$ cat src/rtl/stopwatch_lap_timer.sv
`default_nettype none
`timescale 1ns/1ps
// ============================================================================
// Module   : stopwatch_lap_timer
// Brief    : Run/pause stopwatch, up/down modulo-MAX count, FWFT lap FIFO.
//            Optional preload ports enabled by macro STOPWATCH_PRESET_EN.
// Revision : 1.0
// ============================================================================
module stopwatch_lap_timer #(
  parameter int DATA_WIDTH = 16,
  parameter int MAX        = 99,
  parameter int LAP_DEPTH  = 4
) (
  input  logic                  clk,
  input  logic                  reset,
  input  logic                  start,
  input  logic                  stop,
  input  logic                  dir,
  input  logic                  lap,
  input  logic                  lap_rd,
`ifdef STOPWATCH_PRESET_EN
  input  logic                  preload,
  input  logic [DATA_WIDTH-1:0] preload_value,
`endif
  output logic [DATA_WIDTH-1:0] count,
  output logic                  running,
  output logic                  wrap,
  output logic [DATA_WIDTH-1:0] lap_data,
  output logic                  lap_valid,
  output logic                  lap_full,
  output logic                  lap_ovf
);

  localparam int PTR_W = $clog2(LAP_DEPTH);
  localparam int OCC_W = PTR_W + 1;
  localparam logic [DATA_WIDTH-1:0] c_MAX   = DATA_WIDTH'(MAX);
  localparam logic [OCC_W-1:0]      c_DEPTH = OCC_W'(LAP_DEPTH);

  typedef enum logic [1:0] {
    S_IDLE  = 2'd0,
    S_RUN   = 2'd1,
    S_PAUSE = 2'd2
  } state_t;

  state_t                r_state;
  state_t                w_state_nxt;
  logic                  w_step;
  logic                  w_wrap_now;
  logic [DATA_WIDTH-1:0] w_step_val;
  logic                  w_preload;
  logic [DATA_WIDTH-1:0] w_preload_val;

  logic [DATA_WIDTH-1:0] r_count;
  logic                  r_running;
  logic                  r_wrap;

  logic [DATA_WIDTH-1:0] r_mem [LAP_DEPTH];
  logic [PTR_W-1:0]      r_wr_ptr;
  logic [PTR_W-1:0]      r_rd_ptr;
  logic [OCC_W-1:0]      r_occ;
  logic [DATA_WIDTH-1:0] r_lap_data;
  logic                  r_lap_valid;
  logic                  r_lap_full;
  logic                  r_lap_ovf;

  logic                  w_push_req;
  logic                  w_full;
  logic                  w_pop;
  logic                  w_push;
  logic                  w_ovf_set;
  logic [OCC_W-1:0]      w_occ_nxt;
  logic [PTR_W-1:0]      w_rd_ptr_nxt;
  logic [PTR_W-1:0]      w_wr_ptr_nxt;
  logic [DATA_WIDTH-1:0] w_head_nxt;

`ifdef STOPWATCH_PRESET_EN
  assign w_preload     = preload;
  assign w_preload_val = (preload_value > c_MAX) ? c_MAX : preload_value;
`else
  assign w_preload     = 1'b0;
  assign w_preload_val = '0;
`endif

  always_comb begin
    w_state_nxt = r_state;
    w_step      = 1'b0;
    case (r_state)
      S_IDLE: begin
        if (start && !stop) begin
          w_state_nxt = S_RUN;
          w_step      = 1'b1;
        end
      end
      S_RUN: begin
        if (stop) w_state_nxt = S_PAUSE;
        else      w_step      = 1'b1;
      end
      S_PAUSE: begin
        if (start && !stop) begin
          w_state_nxt = S_RUN;
          w_step      = 1'b1;
        end
      end
      default: w_state_nxt = S_IDLE;
    endcase
  end

  always_comb begin
    w_wrap_now = dir ? (r_count == '0) : (r_count == c_MAX);
    if (dir) w_step_val = (r_count == '0)  ? c_MAX : r_count - DATA_WIDTH'(1);
    else     w_step_val = (r_count == c_MAX) ? '0  : r_count + DATA_WIDTH'(1);
  end

  // Preload freezes state and suppresses the step (and hence the wrap pulse).
  always_ff @(posedge clk) begin
    if (reset) begin
      r_state   <= S_IDLE;
      r_count   <= '0;
      r_running <= 1'b0;
      r_wrap    <= 1'b0;
    end else if (w_preload) begin
      r_count <= w_preload_val;
      r_wrap  <= 1'b0;
    end else begin
      r_state   <= w_state_nxt;
      r_running <= (w_state_nxt == S_RUN);
      r_wrap    <= w_step && w_wrap_now;
      if (w_step) r_count <= w_step_val;
    end
  end

  always_comb begin
    w_push_req   = lap && (r_state != S_IDLE);
    w_full       = (r_occ == c_DEPTH);
    w_pop        = lap_rd && (r_occ != '0);
    w_push       = w_push_req && (!w_full || w_pop);
    w_ovf_set    = w_push_req && w_full && !w_pop;
    w_rd_ptr_nxt = w_pop  ? r_rd_ptr + PTR_W'(1) : r_rd_ptr;
    w_wr_ptr_nxt = w_push ? r_wr_ptr + PTR_W'(1) : r_wr_ptr;
    w_occ_nxt    = r_occ;
    if (w_push && !w_pop)      w_occ_nxt = r_occ + OCC_W'(1);
    else if (!w_push && w_pop) w_occ_nxt = r_occ - OCC_W'(1);
    // The next head is the value being written only when it lands in the head slot.
    if (w_occ_nxt == '0)                          w_head_nxt = '0;
    else if (w_push && (r_wr_ptr == w_rd_ptr_nxt)) w_head_nxt = r_count;
    else                                          w_head_nxt = r_mem[w_rd_ptr_nxt];
  end

  always_ff @(posedge clk) begin
    if (!reset && w_push) r_mem[r_wr_ptr] <= r_count;
  end

  always_ff @(posedge clk) begin
    if (reset) begin
      r_wr_ptr    <= '0;
      r_rd_ptr    <= '0;
      r_occ       <= '0;
      r_lap_data  <= '0;
      r_lap_valid <= 1'b0;
      r_lap_full  <= 1'b0;
      r_lap_ovf   <= 1'b0;
    end else begin
      r_wr_ptr    <= w_wr_ptr_nxt;
      r_rd_ptr    <= w_rd_ptr_nxt;
      r_occ       <= w_occ_nxt;
      r_lap_data  <= w_head_nxt;
      r_lap_valid <= (w_occ_nxt != '0);
      r_lap_full  <= (w_occ_nxt == c_DEPTH);
      if (w_ovf_set) r_lap_ovf <= 1'b1;
    end
  end

  assign count     = r_count;
  assign running   = r_running;
  assign wrap      = r_wrap;
  assign lap_data  = r_lap_data;
  assign lap_valid = r_lap_valid;
  assign lap_full  = r_lap_full;
  assign lap_ovf   = r_lap_ovf;

endmodule
`default_nettype wire

$ cat config.mk
export PLATFORM = sky130hd
export DESIGN_NAME = stopwatch_lap_timer
export DESIGN_NICKNAME = d
export VERILOG_FILES = /design/src/rtl/stopwatch_lap_timer.sv
export SDC_FILE = /design/constraint.sdc
export NUM_CORES = 1
export LEC_CHECK = 0
export BUFFER_PORTS_ARGS = -buffer_cell sky130_fd_sc_hd__buf_2
export CAP_MARGIN = 20
export CORE_ASPECT_RATIO = 1.2
export CORE_MARGIN = 2
export CORE_UTILIZATION = 28
export DETAILED_ROUTE_END_ITERATION = 16
export PLACE_DENSITY = 0.48
export SLEW_MARGIN = 20
export SYNTH_ARGS = -nofsm -noshare
export SYNTH_HDL_FRONTEND = slang
export SYNTH_SLANG_ARGS = --single-unit
$ cat constraint.sdc
create_clock -name clk -period 2.4 [get_ports clk]
set_input_delay 0.24 -clock clk [delete_from_list [all_inputs] [get_ports clk]]
set_output_delay 0.24 -clock clk [all_outputs]
set_load 0.02 [all_outputs]
Yosys cells after proc, flatten, opt, wreduce, memory -nomap -nowiden:

Memory sizes are Yosys's and may differ from the RTL's. A register that Yosys moved wholly into a read port is not among the register bits.
Index checks and enable logic that the tools add are counted.

* RAM bits: 64
* bits in registers: 30
* memories kept: 1

Memories
* r_mem: depth 4, width 16, rd ports 1, clocked after memory_dff 1, wr ports 1, line 57 `logic [DATA_WIDTH-1:0] r_mem [LAP_DEPTH];`

* reduce and logical (&&, ||, !) cells: 24
* multiplexer cells: 15
* eq/ne operators: 6
* add/sub/neg operators: 6

Operators with widths (count)
* 16-bit two-way mux: 3
* 16-bit by 1-bit adder with 16-bit output, second input constant: 1
* 16-bit by 7-bit == test with 1-bit output, second input constant: 1
* 16-bit zero test: 1
* 16-bit by 1-bit subtractor with 16-bit output, second input constant: 1
* 1-bit logical AND: 10
* 3-bit == test, second input constant: 2
* 2-bit two-way mux: 3
* 3-bit two-way mux: 2
* 3-bit nonzero test: 2
* 1-bit zero test: 5
* 1-bit two-way mux: 5
* 2-bit by 1-bit adder with 2-bit output, second input constant: 2
* 2-bit by 1-bit == test with 1-bit output, second input constant: 2
* 2-bit one-hot mux with 2 select lines: 1
* 2-bit OR reduction: 2
* 3-bit by 1-bit adder with 3-bit output, second input constant: 1
* 3-bit zero test: 1
* 3-bit by 1-bit subtractor with 3-bit output, second input constant: 1
* 2-bit == test, second input constant: 1
* 2-bit zero test: 1
* 1-bit one-hot mux with 2 select lines: 1
* 2-bit nonzero test: 1
* 1-bit logical OR: 1

Depth between registers and ports, before layout:

* word-level depth: 10
* mapped depth: 9
* depth with buffers taken out: 7

Worst setup path before layout:

OpenSTA, ideal clock, no wires.

* kind: flip-flop to flip-flop
* from: register r_count[0], in the netlist count[0]
* to: register r_count[2], in the netlist count[2]
* path buffers: 2
* required time: 2.286 ns
* slack: 0.032 ns
* clock period less this slack: 2.368 ns
* setup time: 0.114 ns
* data arrival time: 2.254 ns
* stages on the path, launching flop included: 10
* path through: dfxtp_1 clkbuf_1 inv_1 ha_1 nor3b_2 and2_1 clkbuf_1 a21oi_2 a221oi_1 a2111oi_0

* cells in the longest elaborated chain, start to end: 3
* elaborated cells between the ends (all ways): 7
* classes of those cells: add/sub: 2; eq/ne: 1; mux: 3; reduce/logical: 1

Ends and longest elaborated chain
* start, declared: line 53 `logic [DATA_WIDTH-1:0] r_count;`
* start signal, assigned: line 122 `r_count <= w_preload_val;`
* start signal, assigned: line 128 `if (w_step) r_count <= w_step_val;`
* 16-bit by 1-bit adder with 16-bit output (tied with other cells): line 111 `else w_step_val = (r_count == c_MAX) ? '0 : r_count + DATA_WIDTH'(1);`
* 16-bit two-way mux (on tied branches): line 111, 110
* 16-bit two-way mux (*): line 110 `if (dir) w_step_val = (r_count == '0) ? c_MAX : r_count - DATA_WIDTH'(1);`

Every way passes the cells marked *; elsewhere a longest branch is shown, timed or not.
A chain may end at the register's enable or synchronous reset.

Final worst setup path:

* from: register r_occ[1]
* to: register r_lap_data[11], in the netlist lap_data[11] (read register of r_mem)

* cells in the longest elaborated chain, start to end: 10
* elaborated cells between the ends (all ways): 17
* classes of those cells: add/sub: 2; eq/ne: 1; mux: 3; reduce/logical: 11

Ends and longest elaborated chain
* start, declared: line 60 `logic [OCC_W-1:0] r_occ;`
* start signal, assigned: line 165 `r_occ <= w_occ_nxt;`
* 3-bit == test or 3-bit nonzero test (tied branches): line 134, 135
* 1-bit zero test or 1-bit logical AND (tied branches): line 136, 135
* 1-bit logical OR: line 136 `w_push = w_push_req && (!w_full || w_pop);`
* 1-bit logical AND: line 136
* 1-bit zero test: line 142 `else if (!w_push && w_pop) w_occ_nxt = r_occ - OCC_W'(1);`
* 1-bit logical AND: line 142
* 3-bit two-way mux: line 142
* 3-bit two-way mux: line 141 `if (w_push && !w_pop) w_occ_nxt = r_occ + OCC_W'(1);`
* 3-bit zero test: line 144 `if (w_occ_nxt == '0) w_head_nxt = '0;`
* 2-bit OR reduction (no line)
* end, declared: line 61 `logic [DATA_WIDTH-1:0] r_lap_data;`

Several ways; a longest one is shown, not always the timed one.

==> results_dict.tcl <==
set metrics [dict create \
    required_ns 2.64 \
    initial_core_util 0.284 \
    avgSynthCellArea_sq_um 11.9 \
    setup_slack_ns 0.118 \
    r2r_cells 9 \
    ys.flop_type "edfxtp_1" \
    grt_max_degree 29 \
    crit_start "r_occ[1]$_SDFF_PP0_" \
    die_height_um 164 \
    vias 4388 \
    io_buffers 43 \
    crit_path_end_kind "flip-flop" \
    antenna_found_initial 0 \
    dr.first_iter.drc_count 177 \
    p_leak_nw 2.74 \
    arrival_ns 2.52 \
    ctsHoldBuffers 0 \
    status "completed" \
    yosys_warnings 0 \
    fin_util 0.334 \
    mostFrequentLayoutCell "mux2i_1" \
    fin_skew_ns 0.0108 \
    rsz0062_at_grt "no" \
    fin_hold_ws_ns 0.169 \
    cap_violations 0 \
    clkSinkCount 110 \
    fmax_mhz 438 \
    die-area_sq_mm 0.0224 \
    grt_pass1_vias 4491 \
    antenna_cells 0 \
    dpl.hpwl_um 11200 \
    holdCritStartpoint "reset" \
    ys_ff_latch 110 \
    regArea_sq_mm 0.00284 \
    gp_congestion 0.830 \
    tightestPinTransition_ns 0.707 \
    drive_above_1_share 0.273 \
    area_growth_pct 17.5 \
    numCtsBuffers 9 \
    clkLatencyLatePin_ns 0.35 \
    n_fill_cell 2135 \
    dr.pass1.iters 4 \
    critical_path_class "reg2reg" \
    cp-start-kind "flip-flop" \
    die_w_um 137 \
    hp-class "in2reg" \
    synthesis.area_sq_mm 0.00594 \
    r2r-end "lap_data[11]$_SDFF_PP0_" \
    cts_buffer_depth 2 \
    pre_cts_ws_ns 0.0503 \
    fin_area_sq_mm 0.00698 \
    wl_per_cell_um 19.1 \
    yosysUniqueCellTypes 73 \
    grt_pass1_wl_um 24900 \
    htree_num_levels 3 \
    finalCriticalPeriod_ns 2.28 \
    layout_common_cells "mux2i_1 (65), edfxtp_1 (64), dfxtp_1 (46), buf_2 (43), buf_4 (43)" \
    cts_root_buf "clkbuf_16" \
    ys_seq_area_frac 0.478 \
    gr-total-overflow 0 \
    finalMaxSlewViolations 0 \
    nets 575 \
    hold_depth 2 \
    fin_tns_setup_ns 0 \
    finalSetupViolCount 0 \
    r2r-start "r_occ[1]$_SDFF_PP0_" \
    r2r_slack_ns 0.12 \
    placed_cell_area_sq_mm 0.00668 \
    globalRouteTotalUtil 0.145 \
    num_rows 58 \
    clkTransAtPathRegs_ns 0.07 \
    crit_fanout 17 \
    multiInputGateArea_sq_mm 0.00282 \
    synth-edff-count 64 \
    drc 0 \
    hold_end "r_wr_ptr[1]$_SDFFE_PP0N_" \
    async_reset_ff_frac 0 \
    hold_viol 0 \
    cts_tree "built" \
    power_density_mw_per_mm2 943 \
    syn-num-nets 515 \
    min_period_over_period 0.951 \
    pin_count 44 \
    syn_inst 499 \
    drt_wl_total_um 15900 \
    vias_per_cell 5.26 \
    slew_headroom 0.526 \
    core_sq_mm 0.0209 \
    ant_nets 0 \
    ir_worst_vdd_mv 0.404 \
]
worst max-delay path by stage:
stage / end / slack [ns] / cells after the start
finish: lap_data[11]$_SDFF_PP0_ / 0.12 / 9
global route: lap_data[13]$_SDFF_PP0_ / 0.001 / 8
CTS: lap_data[11]$_SDFF_PP0_ / 0.02 / 9
detailed placement: lap_data[11]$_SDFF_PP0_ / 0.05 / 9
global placement: lap_data[15]$_SDFF_PP0_ / 0.16 / 9
floorplan: count[2]$_SDFFE_PP0P_ / 0.03 / 9
registers in the layout (all words and copies together) (netlist names), 2 cells and up:
register	flops
r_mem	64
r_state	2
r_wr_ptr	2
lap_data	16
r_rd_ptr	2
r_occ	3
count	16
synth_stat cells, drive strengths merged, types with 4 or more instances:
cell / instances / area share
a221oi: 21 / 0.040
inv: 14 / 0.0088
nor4: 6 / 0.0074
a21o: 4 / 0.0051
nand4: 7 / 0.0074
buf: 26 / 0.030
dfxtp: 46 / 0.15
and2: 4 / 0.0042
o21ai: 13 / 0.012
clkbuf: 16 / 0.011
nand2: 17 / 0.012
nand3: 11 / 0.011
ha: 9 / 0.019
and3: 9 / 0.0095
o22ai: 5 / 0.0053
edfxtp: 64 / 0.32
mux4: 16 / 0.061
nor3: 12 / 0.013
o21a: 5 / 0.0063
nor2: 26 / 0.019
a21oi: 21 / 0.018
a211oi: 25 / 0.032
mux2i: 65 / 0.11
or3: 4 / 0.0042
worst max-delay path, stage by stage, from the launching register on:
cell      delay (ns)
dfxtp_1         0.32
inv_1           0.12
ha_4            0.17
and2b_4         0.15
buf_4           0.15
nor3_2          0.05
mux2_4          0.28
a221o_1         0.43
buf_12          0.19
a221oi_1        0.31
layer usage:
metal | vias up | global-route usage | part of all wire
met2 | 88 | 0.266 | 0.53
met4 | 0 | 0.0530 | 0.024
met3 | 27 | 0.0164 | 0.026
met5 | - | 0 | 0
li1 | 2084 | - | -
met1 | 2189 | 0.173 | 0.42
cells by family (layout without fill, tap and decap cells):
| family | after synthesis | count (layout) | share of synthesized area |
|---|---|---|---|
| compound gates | 121 | 121 | 0.158 |
| xor+xnor | 6 | 6 | 0.00884 |
| fa+ha+maj | 9 | 9 | 0.0189 |
| buf+inv | 57 | 122 | 0.0501 |
| flops | 110 | 110 | 0.478 |
| mux | 84 | 84 | 0.176 |
| simple gates | 112 | 112 | 0.110 |
final cells by class:
type,instances,area share
clock buffer,9,0.0323
multi-input combinational,332,0.404
sequential,110,0.407
tap,270,0.0484
clock inverter,7,0.00825
timing repair buffer,91,0.0914
inverter,15,0.00807
timing repair:
action | in CTS | in global routing
setup endpoints to repair | 0 | 10
gates resized for setup | 0 | 4
setup buffers | 0 | 0
through the flow:
step                cells  power [mW]
floorplan             499        4.42
global placement      818        5.12
finish                834        6.58
CTS                   834        6.62
global route          834        6.95
detailed placement    818        5.18
power by group:
group	internal (mW)	leakage, nW	switching, mW
registers	2.17	0.960	0.104
clock network	0.718	0.134	0.715
logic	1.31	1.65	1.57
total	4.19	2.74	2.39
(Power assumes the default switching activity.)
